## src/rtl/mips_pkg.sv

```systemverilog
// Shared definitions for the multicycle MIPS control path.
// Opcodes, ALU op codes, mux selects, FSM state encodings.
package mips_pkg;

    localparam logic [5:0] OP_RTYPE = 6'b000000;
    localparam logic [5:0] OP_LW    = 6'b100011;
    localparam logic [5:0] OP_SW    = 6'b101011;
    localparam logic [5:0] OP_BEQ   = 6'b000100;
    localparam logic [5:0] OP_BNE   = 6'b000101;
    localparam logic [5:0] OP_ADDI  = 6'b001000;
    localparam logic [5:0] OP_ANDI  = 6'b001100;
    localparam logic [5:0] OP_J     = 6'b000010;

    localparam logic [1:0] ALUOP_ADD   = 2'b00;
    localparam logic [1:0] ALUOP_SUB   = 2'b01;
    localparam logic [1:0] ALUOP_FUNCT = 2'b10;
    localparam logic [1:0] ALUOP_AND   = 2'b11;

    localparam logic [1:0] SRCB_REG    = 2'b00;
    localparam logic [1:0] SRCB_FOUR   = 2'b01;
    localparam logic [1:0] SRCB_IMM    = 2'b10;
    localparam logic [1:0] SRCB_IMMSH2 = 2'b11;

    localparam logic [1:0] PCSRC_ALU    = 2'b00;
    localparam logic [1:0] PCSRC_ALUOUT = 2'b01;
    localparam logic [1:0] PCSRC_JUMP   = 2'b10;

    typedef enum logic [3:0] {
        S_IDLE     = 4'd0,
        S_FETCH    = 4'd1,
        S_DECODE   = 4'd2,
        S_MEMADR   = 4'd3,
        S_MEMRD    = 4'd4,
        S_MEMWB    = 4'd5,
        S_MEMWR    = 4'd6,
        S_RTYPE_EX = 4'd7,
        S_RTYPE_WB = 4'd8,
        S_BRANCH   = 4'd9,
        S_ADDI_EX  = 4'd10,
        S_ANDI_EX  = 4'd11,
        S_IMM_WB   = 4'd12,
        S_JUMP     = 4'd13,
        S_TRAP     = 4'd15
    } state_e;

    typedef struct packed {
        logic       pc_write;
        logic       pc_write_cond;
        logic       branch_ne;
        logic       i_or_d;
        logic       mem_read;
        logic       mem_write;
        logic       ir_write;
        logic       mem_to_reg;
        logic       reg_dst;
        logic       reg_write;
        logic       alu_src_a;
        logic [1:0] alu_src_b;
        logic       ext_zero;
        logic [1:0] alu_op;
        logic [1:0] pc_source;
        logic       illegal_op;
    } ctrl_t;

    function automatic state_e dispatch(logic [5:0] op);
        state_e s;
        unique case (op)
            OP_LW, OP_SW:     s = S_MEMADR;
            OP_RTYPE:         s = S_RTYPE_EX;
            OP_BEQ, OP_BNE:   s = S_BRANCH;
            OP_ADDI:          s = S_ADDI_EX;
            OP_ANDI:          s = S_ANDI_EX;
            OP_J:             s = S_JUMP;
            default:          s = S_TRAP;
        endcase
        return s;
    endfunction

endpackage

```

## src/rtl/multicycle_ctrl_if.sv

```systemverilog
// Control bundle between the main FSM and the datapath.
// master = controller side, slave = datapath side.
interface multicycle_ctrl_if #(parameter int OPW = 6);

    logic [OPW-1:0] opcode;
    logic           mem_ready;
    logic           pc_write;
    logic           pc_write_cond;
    logic           branch_ne;
    logic           i_or_d;
    logic           mem_read;
    logic           mem_write;
    logic           ir_write;
    logic           mem_to_reg;
    logic           reg_dst;
    logic           reg_write;
    logic           alu_src_a;
    logic [1:0]     alu_src_b;
    logic           ext_zero;
    logic [1:0]     alu_op;
    logic [1:0]     pc_source;
    logic           illegal_op;
    logic [3:0]     state_dbg;

    modport master (
        input  opcode, mem_ready,
        output pc_write, pc_write_cond, branch_ne, i_or_d,
        output mem_read, mem_write, ir_write, mem_to_reg,
        output reg_dst, reg_write, alu_src_a, alu_src_b,
        output ext_zero, alu_op, pc_source, illegal_op,
        output state_dbg
    );

    modport slave (
        output opcode, mem_ready,
        input  pc_write, pc_write_cond, branch_ne, i_or_d,
        input  mem_read, mem_write, ir_write, mem_to_reg,
        input  reg_dst, reg_write, alu_src_a, alu_src_b,
        input  ext_zero, alu_op, pc_source, illegal_op,
        input  state_dbg
    );

endinterface

```

## src/rtl/multicycle_ctrl_decode.sv

```systemverilog
// State-to-control decoder for the multicycle FSM.
// Pure combinational; only FETCH looks at mem_ready.
module multicycle_ctrl_decode
    import mips_pkg::*;
(
    input  state_e state,
    input  logic   mem_ready,
    input  logic   is_bne,
    output ctrl_t  ctrl
);

    // Moore decode; anything not set for a state stays 0
    always_comb begin
        ctrl = '0;
        unique case (state)
            S_IDLE: ;
            S_FETCH: begin
                ctrl.mem_read  = 1'b1;
                ctrl.alu_src_b = SRCB_FOUR;
                ctrl.alu_op    = ALUOP_ADD;
                ctrl.pc_source = PCSRC_ALU;
                ctrl.ir_write  = mem_ready;
                ctrl.pc_write  = mem_ready;
            end
            S_DECODE: begin
                ctrl.alu_src_b = SRCB_IMMSH2;
                ctrl.alu_op    = ALUOP_ADD;
            end
            S_MEMADR: begin
                ctrl.alu_src_a = 1'b1;
                ctrl.alu_src_b = SRCB_IMM;
                ctrl.alu_op    = ALUOP_ADD;
            end
            S_MEMRD: begin
                ctrl.mem_read = 1'b1;
                ctrl.i_or_d   = 1'b1;
            end
            S_MEMWB: begin
                ctrl.reg_write  = 1'b1;
                ctrl.mem_to_reg = 1'b1;
            end
            S_MEMWR: begin
                ctrl.mem_write = 1'b1;
                ctrl.i_or_d    = 1'b1;
            end
            S_RTYPE_EX: begin
                ctrl.alu_src_a = 1'b1;
                ctrl.alu_src_b = SRCB_REG;
                ctrl.alu_op    = ALUOP_FUNCT;
            end
            S_RTYPE_WB: begin
                ctrl.reg_write = 1'b1;
                ctrl.reg_dst   = 1'b1;
            end
            S_BRANCH: begin
                ctrl.alu_src_a     = 1'b1;
                ctrl.alu_src_b     = SRCB_REG;
                ctrl.alu_op        = ALUOP_SUB;
                ctrl.pc_write_cond = 1'b1;
                ctrl.pc_source     = PCSRC_ALUOUT;
                ctrl.branch_ne     = is_bne;
            end
            S_ADDI_EX: begin
                ctrl.alu_src_a = 1'b1;
                ctrl.alu_src_b = SRCB_IMM;
                ctrl.alu_op    = ALUOP_ADD;
            end
            S_ANDI_EX: begin
                ctrl.alu_src_a = 1'b1;
                ctrl.alu_src_b = SRCB_IMM;
                ctrl.alu_op    = ALUOP_AND;
                ctrl.ext_zero  = 1'b1;
            end
            S_IMM_WB: begin
                ctrl.reg_write = 1'b1;
            end
            S_JUMP: begin
                ctrl.pc_write  = 1'b1;
                ctrl.pc_source = PCSRC_JUMP;
            end
            S_TRAP: begin
                ctrl.illegal_op = 1'b1;
            end
            default: ;
        endcase
    end

endmodule

```

## src/rtl/multicycle_ctrl.sv

```systemverilog
// Main control FSM of the multicycle MIPS datapath.
// Holds the state register and next-state logic.
module multicycle_ctrl
    import mips_pkg::*;
#(
    parameter int OPW = 6
) (
    input  logic              clk,
    input  logic              rst_n,
    multicycle_ctrl_if.master bus
);

    state_e         state_q;
    state_e         state_d;
    logic [OPW-1:0] op;
    ctrl_t          ctrl;

    assign op = bus.opcode;

    // next state; memory states hold until mem_ready
    always_comb begin
        state_d = state_q;
        unique case (state_q)
            S_IDLE:     state_d = S_FETCH;
            S_FETCH:    if (bus.mem_ready) state_d = S_DECODE;
            S_DECODE:   state_d = dispatch(op);
            S_MEMADR:   state_d = (op == OP_LW) ? S_MEMRD : S_MEMWR;
            S_MEMRD:    if (bus.mem_ready) state_d = S_MEMWB;
            S_MEMWB:    state_d = S_FETCH;
            S_MEMWR:    if (bus.mem_ready) state_d = S_FETCH;
            S_RTYPE_EX: state_d = S_RTYPE_WB;
            S_RTYPE_WB: state_d = S_FETCH;
            S_BRANCH:   state_d = S_FETCH;
            S_ADDI_EX:  state_d = S_IMM_WB;
            S_ANDI_EX:  state_d = S_IMM_WB;
            S_IMM_WB:   state_d = S_FETCH;
            S_JUMP:     state_d = S_FETCH;
            S_TRAP:     state_d = S_TRAP;
            default:    state_d = S_IDLE;
        endcase
    end

    // state register; reset aborts any access in flight
    always_ff @(posedge clk or negedge rst_n) begin
        if (!rst_n) begin
            state_q <= S_IDLE;
        end else begin
            state_q <= state_d;
        end
    end

    multicycle_ctrl_decode u_decode (
        .state     (state_q),
        .mem_ready (bus.mem_ready),
        .is_bne    (op == OP_BNE),
        .ctrl      (ctrl)
    );

    assign bus.pc_write      = ctrl.pc_write;
    assign bus.pc_write_cond = ctrl.pc_write_cond;
    assign bus.branch_ne     = ctrl.branch_ne;
    assign bus.i_or_d        = ctrl.i_or_d;
    assign bus.mem_read      = ctrl.mem_read;
    assign bus.mem_write     = ctrl.mem_write;
    assign bus.ir_write      = ctrl.ir_write;
    assign bus.mem_to_reg    = ctrl.mem_to_reg;
    assign bus.reg_dst       = ctrl.reg_dst;
    assign bus.reg_write     = ctrl.reg_write;
    assign bus.alu_src_a     = ctrl.alu_src_a;
    assign bus.alu_src_b     = ctrl.alu_src_b;
    assign bus.ext_zero      = ctrl.ext_zero;
    assign bus.alu_op        = ctrl.alu_op;
    assign bus.pc_source     = ctrl.pc_source;
    assign bus.illegal_op    = ctrl.illegal_op;
    assign bus.state_dbg     = state_q;

endmodule

```

## src/flat_wrapper.sv

```systemverilog
// flat-port wrapper written by rule: the top's interface ports become plain ports
module multicycle_ctrl_flat import mips_pkg::*;
#(
    parameter int OPW = 6
)
  (clk, rst_n, bus_opcode, bus_mem_ready, bus_pc_write, bus_pc_write_cond, bus_branch_ne, bus_i_or_d, bus_mem_read, bus_mem_write, bus_ir_write, bus_mem_to_reg, bus_reg_dst, bus_reg_write, bus_alu_src_a, bus_alu_src_b, bus_ext_zero, bus_alu_op, bus_pc_source, bus_illegal_op, bus_state_dbg);
  multicycle_ctrl_if #(.OPW(OPW)) bus_i ();
  input  logic clk;
  input  logic rst_n;
  input wire logic [$bits(bus_i.opcode)-1:0] bus_opcode;
  input wire logic [$bits(bus_i.mem_ready)-1:0] bus_mem_ready;
  output wire logic [$bits(bus_i.pc_write)-1:0] bus_pc_write;
  output wire logic [$bits(bus_i.pc_write_cond)-1:0] bus_pc_write_cond;
  output wire logic [$bits(bus_i.branch_ne)-1:0] bus_branch_ne;
  output wire logic [$bits(bus_i.i_or_d)-1:0] bus_i_or_d;
  output wire logic [$bits(bus_i.mem_read)-1:0] bus_mem_read;
  output wire logic [$bits(bus_i.mem_write)-1:0] bus_mem_write;
  output wire logic [$bits(bus_i.ir_write)-1:0] bus_ir_write;
  output wire logic [$bits(bus_i.mem_to_reg)-1:0] bus_mem_to_reg;
  output wire logic [$bits(bus_i.reg_dst)-1:0] bus_reg_dst;
  output wire logic [$bits(bus_i.reg_write)-1:0] bus_reg_write;
  output wire logic [$bits(bus_i.alu_src_a)-1:0] bus_alu_src_a;
  output wire logic [$bits(bus_i.alu_src_b)-1:0] bus_alu_src_b;
  output wire logic [$bits(bus_i.ext_zero)-1:0] bus_ext_zero;
  output wire logic [$bits(bus_i.alu_op)-1:0] bus_alu_op;
  output wire logic [$bits(bus_i.pc_source)-1:0] bus_pc_source;
  output wire logic [$bits(bus_i.illegal_op)-1:0] bus_illegal_op;
  output wire logic [$bits(bus_i.state_dbg)-1:0] bus_state_dbg;
  assign bus_i.opcode = bus_opcode;
  assign bus_i.mem_ready = bus_mem_ready;
  assign bus_pc_write = bus_i.pc_write;
  assign bus_pc_write_cond = bus_i.pc_write_cond;
  assign bus_branch_ne = bus_i.branch_ne;
  assign bus_i_or_d = bus_i.i_or_d;
  assign bus_mem_read = bus_i.mem_read;
  assign bus_mem_write = bus_i.mem_write;
  assign bus_ir_write = bus_i.ir_write;
  assign bus_mem_to_reg = bus_i.mem_to_reg;
  assign bus_reg_dst = bus_i.reg_dst;
  assign bus_reg_write = bus_i.reg_write;
  assign bus_alu_src_a = bus_i.alu_src_a;
  assign bus_alu_src_b = bus_i.alu_src_b;
  assign bus_ext_zero = bus_i.ext_zero;
  assign bus_alu_op = bus_i.alu_op;
  assign bus_pc_source = bus_i.pc_source;
  assign bus_illegal_op = bus_i.illegal_op;
  assign bus_state_dbg = bus_i.state_dbg;
  multicycle_ctrl #(.OPW(OPW)) u_core (.clk(clk), .rst_n(rst_n), .bus(bus_i));
endmodule
```

## config.mk

```make
export PLATFORM = sky130hd
export DESIGN_NAME = multicycle_ctrl_flat
export DESIGN_NICKNAME = d
export VERILOG_FILES = /design/src/rtl/mips_pkg.sv /design/src/rtl/multicycle_ctrl_if.sv /design/src/rtl/multicycle_ctrl_decode.sv /design/src/rtl/multicycle_ctrl.sv /design/src/flat_wrapper.sv
export SDC_FILE = /design/constraint.sdc
export NUM_CORES = 1
export LEC_CHECK = 0
export BUFFER_PORTS_ARGS = -buffer_cell sky130_fd_sc_hd__buf_4
export CORE_AREA = 10 10 47 49
export DETAILED_ROUTE_END_ITERATION = 10
export DIE_AREA = 0 0 57 59
export GPL_TIMING_DRIVEN = 0
export PLACE_DENSITY = 0.84
export SLEW_MARGIN = 5
export SYNTH_ARGS = -nofsm -noshare
export SYNTH_HDL_FRONTEND = slang
export SYNTH_HIERARCHICAL = 1
export SYNTH_SLANG_ARGS = --single-unit
```

## constraint.sdc

```tcl
create_clock -name clk -period 2.22 [get_ports clk]
set_input_delay 0.555 -clock clk [delete_from_list [all_inputs] [get_ports clk]]
set_output_delay 0.555 -clock clk [all_outputs]
set_load 0.05 [all_outputs]
```

Word-level counts from Yosys, hierarchy flattened
Index checks and enable logic that the tools add are counted.
{"block": "op_classes", "n_reduce_logical": 12, "n_lt_le_gt_ge": 0, "n_div": 0, "n_addsub": 0, "n_shift": 0, "n_eq_ne": 24, "muxes": 21, "mul": 0, "bitwise": 0}
{"operator": "$pmux 4 s9", "n": 1}
{"operator": "$eq 4x4->1 const B", "n": 7}
{"operator": "$pmux 4 s6", "n": 1}
{"operator": "$eq 4x3->1 const B", "n": 4}
{"operator": "$eq 6x3->1 const B", "n": 2}
{"operator": "$eq 6x4->1 const B", "n": 2}
{"operator": "$eq 6x6->1 const B", "n": 2}
{"operator": "$mux 4", "n": 3}
{"operator": "$pmux 2 s3", "n": 2}
{"operator": "$mux 1", "n": 10}
{"operator": "$reduce_or 2->1", "n": 5}
{"operator": "$eq 4x2->1 const B", "n": 2}
{"operator": "$eq 6x2->1 const B", "n": 1}
{"operator": "$logic_not 6->1", "n": 1}
{"operator": "$ne 2x2->1 const B", "n": 3}
{"operator": "$reduce_or 3->1", "n": 2}
{"operator": "$reduce_or 6->1", "n": 1}
{"operator": "$reduce_or 5->1", "n": 1}
{"operator": "$eq 4x1->1 const B", "n": 1}
{"operator": "$logic_not 4->1", "n": 1}
{"operator": "$mux 2", "n": 2}
{"operator": "$pmux 2 s2", "n": 1}
{"operator": "$reduce_and 3->1", "n": 1}
{"operator": "$pmux 1 s2", "n": 1}
{"block": "totals", "mem_bits_ro": 0, "mem_bits_rw": 0, "out_inout_bits": 23, "register_bits": 4, "latchBits": 0, "wordCells": 58, "in_bits": 9, "memories": 0}

Logic depth before layout (Yosys ltp)
Gate-level depths: netlist of run 1.
{"block": "depth", "ltp_word": 4, "ltp_mapped": 6, "ltp_nobuf": 5}

Hierarchy
The synthesis of run 1 kept the hierarchy.
{"module": "multicycle_ctrl", "cells_per_inst": 50, "n_inst": 1, "area_each_um2": 372.9, "seq_area_each_um2": 100.1}
{"module": "multicycle_ctrl_decode", "cells_per_inst": 34, "n_inst": 1, "area_each_um2": 190.2, "seq_area_each_um2": 0.0}

Worst setup path before layout of run 1
Ideal clock, no wire load.
{"block": "synth_path", "kind": "register to output", "start": "register u_core.state_q[0], in the netlist u_core/bus.state_dbg[0]", "end": "output bus_alu_src_b[0]", "t_required_ps": 1665, "slack_ps": -466, "t_arrival_ps": 2131, "path_buffers": 1, "stages_incl_launch_ff": 4, "path_cell_list": "dfrtp_1 > buf_2 > nand2b_2 > a21boi_0"}
{"block": "synth_via", "elab_chain_cells": 3, "elab_cells_between_ends": 7, "classes_between": "eq/ne (5); mux (1); reduce/logical (1)"}
{"item": "start, declared", "line": "multicycle_ctrl.sv:13", "text": "state_e state_q;"}
{"item": "start signal, assigned", "line": "multicycle_ctrl.sv:48", "text": "state_q <= state_d;"}
{"item": "$eq 4x2->1 or $eq 4x4->1 (tied branches)", "line": "multicycle_ctrl_decode.sv:15", "text": "unique case (state)"}
{"item": "$reduce_or 3->1 (no source line)"}
{"item": "$pmux 2 s3 (*)", "line": "multicycle_ctrl_decode.sv:15"}
{"item": "end, declared", "line": "flat_wrapper.sv:23", "text": "output wire logic [$bits(bus_i.alu_src_b)-1:0] bus_alu_src_b;"}
Every way passes the cells marked *; elsewhere a longest branch is shown, timed or not.

Worst setup path in the final report of run 1
{"block": "layout_path", "start": "input bus_opcode[4]", "end": "output bus_branch_ne"}
{"block": "layout_via", "elab_chain_cells": 2}
{"item": "start, declared", "line": "flat_wrapper.sv:10", "text": "input wire logic [$bits(bus_i.opcode)-1:0] bus_opcode;"}
{"item": "$eq 6x3->1", "line": "multicycle_ctrl.sv:55", "text": ".is_bne (op == OP_BNE),"}
{"item": "$mux 2", "line": "multicycle_ctrl_decode.sv:15"}
{"item": "end, declared", "line": "flat_wrapper.sv:14", "text": "output wire logic [$bits(bus_i.branch_ne)-1:0] bus_branch_ne;"}
No other way between the ends.

==> run summary, run 1 <==
Pin count of the biggest net entering global routing: 11
Root Buffer: clkbuf_4
Worst slew pin tran: 0.426 ns
Lkg Pwr: 0.378 nW
Post-Layout Cell Count: 134
Most common cell after layout, fill and taps aside: buf_4
Post-Synthesis Cells: 84
First-pass GRT wire length: 3.36 mm
Fmax: 0.483 GHz
CP Launch Type: input port
Cell taking the most area after synthesis: dfrtp_1
CP endpoint kind: output port
Critical Path Start: bus_opcode[4]
FF-to-FF Start: u_core/bus.state_dbg[1]
# IOs: 32
Synth unique cells: 39
Main synth FF type: dfrtp_1
Post-Syn Area per Cell: 6.70 sq um
Worst skew pair latency: 0.24 ns
Vias in the first global route: 767
Fin crit period: 2.07 ns
Share of cells above drive strength 1: 43.2%
Drt wl/cell: 14.4 microns
Register area: 100 sq um
FP Rows: 14
Dominant cells by area after synthesis: dfrtp_1, nor2_1, nand2b_4, nand2_1, a21oi_1
Commonest non-fill, non-tap cells in the layout: buf_4, nor2_1, nand2_1
Die X: 57 microns
CTS sink count: 4
Ys async rst share: 100%
Dpl cells: 131
Post-synth EDFFs: 0
Core area: 1400 sq um
Max FFs per register: 4
Drt via density: 5.70
R2R setup slack: 0.33 ns
Req. time, crit path: 1.66 ns
Final slew viol count: 0
RD Place Congestion: 0.864
RSZ-0062 raised after global routing: no
Mapped cell area: 563 sq um
Hold crit path type: input port to asynchronous set/reset pin
Hold Violations, Final: 0
Synth warn: 6
Final WL: 1.94 mm
Clk buf depth: 2
CTS tree: built
Area of the multi-input gates: 455 sq um
Tot GR Track Use: 11.8%
Initial Util: 40.2%
Final layout net count: 129
Syn_nets: 93
Gates resized, CTS repair: 0
Max-cap check violation count: 0
Die Y: 59 microns
Worst Reg2Reg Path Length in Cells: 6
H-tree depth: 1
Drt initial violations: 7
Finished Core Util: 62.1%
PD cells: 1710 nW/um^2
DP Wirelength: 1.58 mm
Initial antenna violation count: 0
Clock-pin slew on the worst setup and hold paths: 0.04 ns
Normalized max-slew margin: 70.8%
CP Class: input port to output port
Area Growth Syn to Fin: 54.7%
Setup Skew: 0.00439 ns
Synth top area share: 17.8%
Post-route DRC: 0
Post-CTS Setup Inserts: 0
Critical Path Fanout Max: 4
Input/output buffers: 31
Setup violators final: 0
Worst IR Drop VDD: 766 uV
GR Overflow Total: 0
Num CTS Buffers: 3
# fillers: 143
ANT nets after route: 0
Total die area: 3360 sq um
Vias: 764
Hold Buf Count CTS: 0
Antenna Cells: 0
CP arrival: 1.51 ns
FF+latch count, synth: 4
CP endpoint: bus_branch_ne
First-pass detailed-route iteration total: 4
Reg-to-reg critical path endpoint: u_core/bus.state_dbg[1]
Final period util: 93.2%
Sequential fraction of the synthesis area: 17.8%
Outcome: complete, no violations
worst min-delay path by stage:
stage          start                 endpoint  slack, ns  cells after the start
3_5_place_dp   rst_n  u_core/bus.state_dbg[1]       0.35                      1
4_1_cts        rst_n  u_core/bus.state_dbg[3]        0.1                      1
3_3_place_gp   rst_n  u_core/bus.state_dbg[3]       0.35                      1
6_report       rst_n  u_core/bus.state_dbg[3]       0.10                      1
2_1_floorplan  rst_n  u_core/bus.state_dbg[0]       0.26                      0
5_1_grt        rst_n  u_core/bus.state_dbg[3]        0.1                      1
logic make-up after synthesis:
family / count (synthesis) / synth area share [%]
AO/OA/AOI/OAI: 22 / 27.1
XOR/XNOR: 1 / 1.56
flip-flops: 4 / 17.8
AND/OR/NAND/NOR: 48 / 46.4
buffers and inverters: 9 / 7.11
per-stage QoR:
stage          hold WS [ns]  total power (W)  instance area (sq um)  worst slack (ns)  TNS, ns
2_1_floorplan         0.259          0.00107                    589            -0.116   -0.424
3_3_place_gp          0.350          0.00137                    842            0.0676        0
5_1_grt              0.0963          0.00159                    871            0.0673        0
4_1_cts              0.0981          0.00150                    865            0.0628        0
3_5_place_dp          0.354          0.00140                    842            0.0667        0
6_report              0.103          0.00149                    871             0.150        0
critical path: stages:
cell and delay (ns):
buf_4 0.12, or2_2 0.33, nor4_2 0.15, and2_2 0.17, buf_4 0.19
cell usage after synthesis, drive strengths merged (2+ instances only):
cell	n
dfrtp	4
nand2b	5
nor3	4
or2	2
nor2	17
a21oi	6
nor2b	2
a31oi	2
o21ai	4
clkbuf	3
buf	3
nor4	3
nand2	7
nand3b	2
inv	3
per-layer routing:
| layer | global-route usage [%] | vias up | wire, microns | part of all wire, % |
|---|---|---|---|---|
| li1 | - | 368 | - | - |
| met1 | 12.3 | 348 | 746 | 39 |
| met2 | 20.8 | 44 | 966 | 50 |
| met3 | 3.43 | 4 | 189 | 9.8 |
| met4 | 6.38 | 0 | 31 | 1.6 |
| met5 | 0 | - | 0 | 0 |
power by group:
part | total [W] | switching [W] | leakage, nW | internal, W
Sequential | 0.000168 | 0.0000645 | 0.0507 | 0.000104
Clock | 0.0000918 | 0.0000312 | 0.0138 | 0.0000606
Combinational | 0.00123 | 0.000854 | 0.313 | 0.000378
area by class of cell:
class                   count  share of cell area [%]
multi-input cells          71                    52.3
repair buffers             31                    26.7
inverters                   3                    1.29
well taps                  16                    2.30
clock buffers               3                    2.59
plain buffers               6                    3.30
flip-flops and latches      4                    11.5
Power figures use the tool's default switching activity.
==> run 2, diff against run 1 <==
--- a/config.mk
+++ b/config.mk
@@ -5,12 +5,15 @@
 export SDC_FILE = /design/constraint.sdc
 export NUM_CORES = 1
 export LEC_CHECK = 0
+export ABC_AREA = 1
 export BUFFER_PORTS_ARGS = -buffer_cell sky130_fd_sc_hd__buf_4
 export CORE_AREA = 10 10 47 49
+export CTS_BUF_LIST = sky130_fd_sc_hd__clkbuf_4 sky130_fd_sc_hd__clkbuf_8
+export CTS_CLUSTER_DIAMETER = 60
 export DETAILED_ROUTE_END_ITERATION = 10
 export DIE_AREA = 0 0 57 59
 export GPL_TIMING_DRIVEN = 0
-export PLACE_DENSITY = 0.84
+export PLACE_DENSITY = 0.87
 export SLEW_MARGIN = 5
 export SYNTH_ARGS = -nofsm -noshare
 export SYNTH_HDL_FRONTEND = slang
==> run 2 against run 1 <==
  * Synthesized cell count rose by 29%
  * Count of clock-buffer cells in the layout unchanged
  * Die area unchanged
  * Core utilization rose by 2.0 points
  * Clock skew about the same
  * Power shrank 87%
  * Fmax grew 2.6%
  * Setup slack better by 0.052 ns
  * Sequential share of layout area is 0.074 points lower
  * Hold slack improved by 0.0040 ns
  * Sequential power is 56% lower
  * Critical path type unchanged
==> run summary, run 2 <==
PD cells: 210 nW/um^2
Post-CTS Setup Inserts: 0
Area Growth Syn to Fin: 51.5%
Worst Reg2Reg Path Length in Cells: 7
Commonest non-fill, non-tap cells in the layout: buf_4, nand2_1, nor2_1
Reg-to-reg critical path endpoint: u_core/bus.state_dbg[0]
Drt via density: 4.82
Main synth FF type: dfrtp_1
Dominant cells by area after synthesis: nand2_1, dfrtp_1, nor2_1, inv_1, nand3_1
Ys async rst share: 100%
Synth top area share: 17.1%
Setup violators final: 0
ANT nets after route: 0
Initial antenna violation count: 0
Most numerous cell in the Yosys netlist: nand2_1
Outcome: complete, no violations
First-pass GRT wire length: 3.11 mm
Fmax: 0.496 GHz
CP endpoint kind: output port
Lkg Pwr: 0.504 nW
CP Class: input port to output port
FF-to-FF Start: u_core/bus.state_dbg[2]
Tot GR Track Use: 10.7%
Pwr Total: 0.000189 W
H-tree depth: 1
Sequential fraction of the synthesis area: 16.9%
Core area: 1400 sq um
Post-synth EDFFs: 0
Vias: 761
Gates resized, CTS repair: 0
Max FFs per register: 4
Total die area: 3360 sq um
RSZ-0062 raised after global routing: no
Fin crit period: 2.02 ns
Design area: 898 sq um
Hold Buf Count CTS: 0
Normalized max-slew margin: 76.9%
R2R setup slack: 0.83 ns
Max-cap check violation count: 0
Req. time, crit path: 1.66 ns
First-pass detailed-route iteration total: 4
CP arrival: 1.46 ns
Finished Core Util: 64.1%
Drt wl/cell: 11.2 microns
Crit path max-delay family: simple AND/OR/NAND/NOR gates
Synth warn: 6
Input/output buffers: 31
Crit path depth: 7
Hold Violations, Final: 0
Final WL: 1.77 mm
Syn_nets: 117
Critical Path Max Stage Delay: 0.20 ns
Critical Path Fanout Max: 6
Post-Synthesis Cells: 108
Drt initial violations: 19
Final period util: 90.9%
Root Buffer: clkbuf_4
Commonest cells post-synth: nand2_1, nor2_1, inv_1, nand3_1, nor2_2
RD Place Congestion: 0.856
# IOs: 32
CP cell instances: buf_4 -> nor2_2 -> nand3_1 -> nor2_1 -> inv_1 -> nor2_2 -> buf_4
Placed Instance Area: 876 sq um
Pin count of the biggest net entering global routing: 13
Share of cells above drive strength 1: 42.3%
Final slew viol count: 0
Post-route DRC: 0
Num CTS Buffers: 3
Synth unique cells: 21
Critical path's slowest cell: nor2_2
DP Wirelength: 1.49 mm
FF+latch count, synth: 4
Hold crit path type: input port to asynchronous set/reset pin
CTS tree: built
Clk buf depth: 2
Setup Skew: 0.00471 ns
Final layout net count: 153
FP Rows: 14
CTS sink count: 4
Mapped cell area: 593 sq um
Post-Syn Area per Cell: 5.49 sq um
Worst skew pair latency: 0.23 ns
Worst IR Drop VDD: 361 uV
Vias in the first global route: 715
Cell taking the most area after synthesis: nand2_1
Die Y: 59 microns
GR Overflow Total: 0
CP Launch Type: input port
Antenna Cells: 0
Most common cell after layout, fill and taps aside: buf_4
Initial Util: 42.3%
CP Buf/Inv Count: 3
Worst slew pin tran: 0.347 ns
Clock-pin slew on the worst setup and hold paths: 0.04 ns
Die X: 57 microns
==> run 2: where the power goes <==
group	total, W	leakage (nW)	switching (W)	internal, W
Clock	0.0000875	0.0138	0.0000272	0.0000602
Combinational	0.0000283	0.456	0.0000149	0.0000134
Sequential	0.0000733	0.0344	0	0.0000733
==> run 2: layer usage <==
metal  part of all wire [%]  routed length (microns)  GRT usage (%)
met5                      0                        0              0
met4                      0                        0           2.01
met3                    8.3                      147           4.08
met2                     45                      800           17.2
met1                     46                      821           13.2
==> run 2: layout make-up <==
cell class,instances,area [sq um]
flip-flops and latches,4,103
multi-input cells,85,445
inverters,18,67.6
well taps,16,20.0
plain buffers,1,7.51
fillers,141,503
repair buffers,31,233
clock buffers,3,22.5
==> run 2: cell families (layout without fill, tap and decap cells) <==
group | count (synthesis) | after routing | synth area share [%]
AND/OR/NAND/NOR | 75 | 75 | 61.0
buffers and inverters | 19 | 53 | 12.7
AO/OA/AOI/OAI | 10 | 10 | 9.49
flip-flops | 4 | 4 | 16.9
==> run 2: through the flow <==
| stage | setup WS, ns | hold slack, ns | std cells | TNS [ns] |
|---|---|---|---|---|
| 4_1_cts | 0.193 | 0.103 | 158 | 0 |
| 3_3_place_gp | 0.199 | 0.349 | 155 | 0 |
| 6_report | 0.202 | 0.107 | 158 | 0 |
| 3_5_place_dp | 0.190 | 0.351 | 155 | 0 |
| 5_1_grt | 0.0992 | 0.0970 | 158 | 0 |
| 2_1_floorplan | -0.125 | 0.259 | 108 | -0.360 |
==> run 2: worst max path at each step <==
stage	startpoint	end
after detailed placement	bus_opcode[4]	bus_branch_ne
after global placement	bus_opcode[4]	bus_branch_ne
after CTS	bus_opcode[4]	bus_branch_ne
after global routing	bus_opcode[4]	bus_branch_ne
final	bus_opcode[4]	bus_branch_ne
after floorplan	u_core/bus.state_dbg[2]	bus_i_or_d
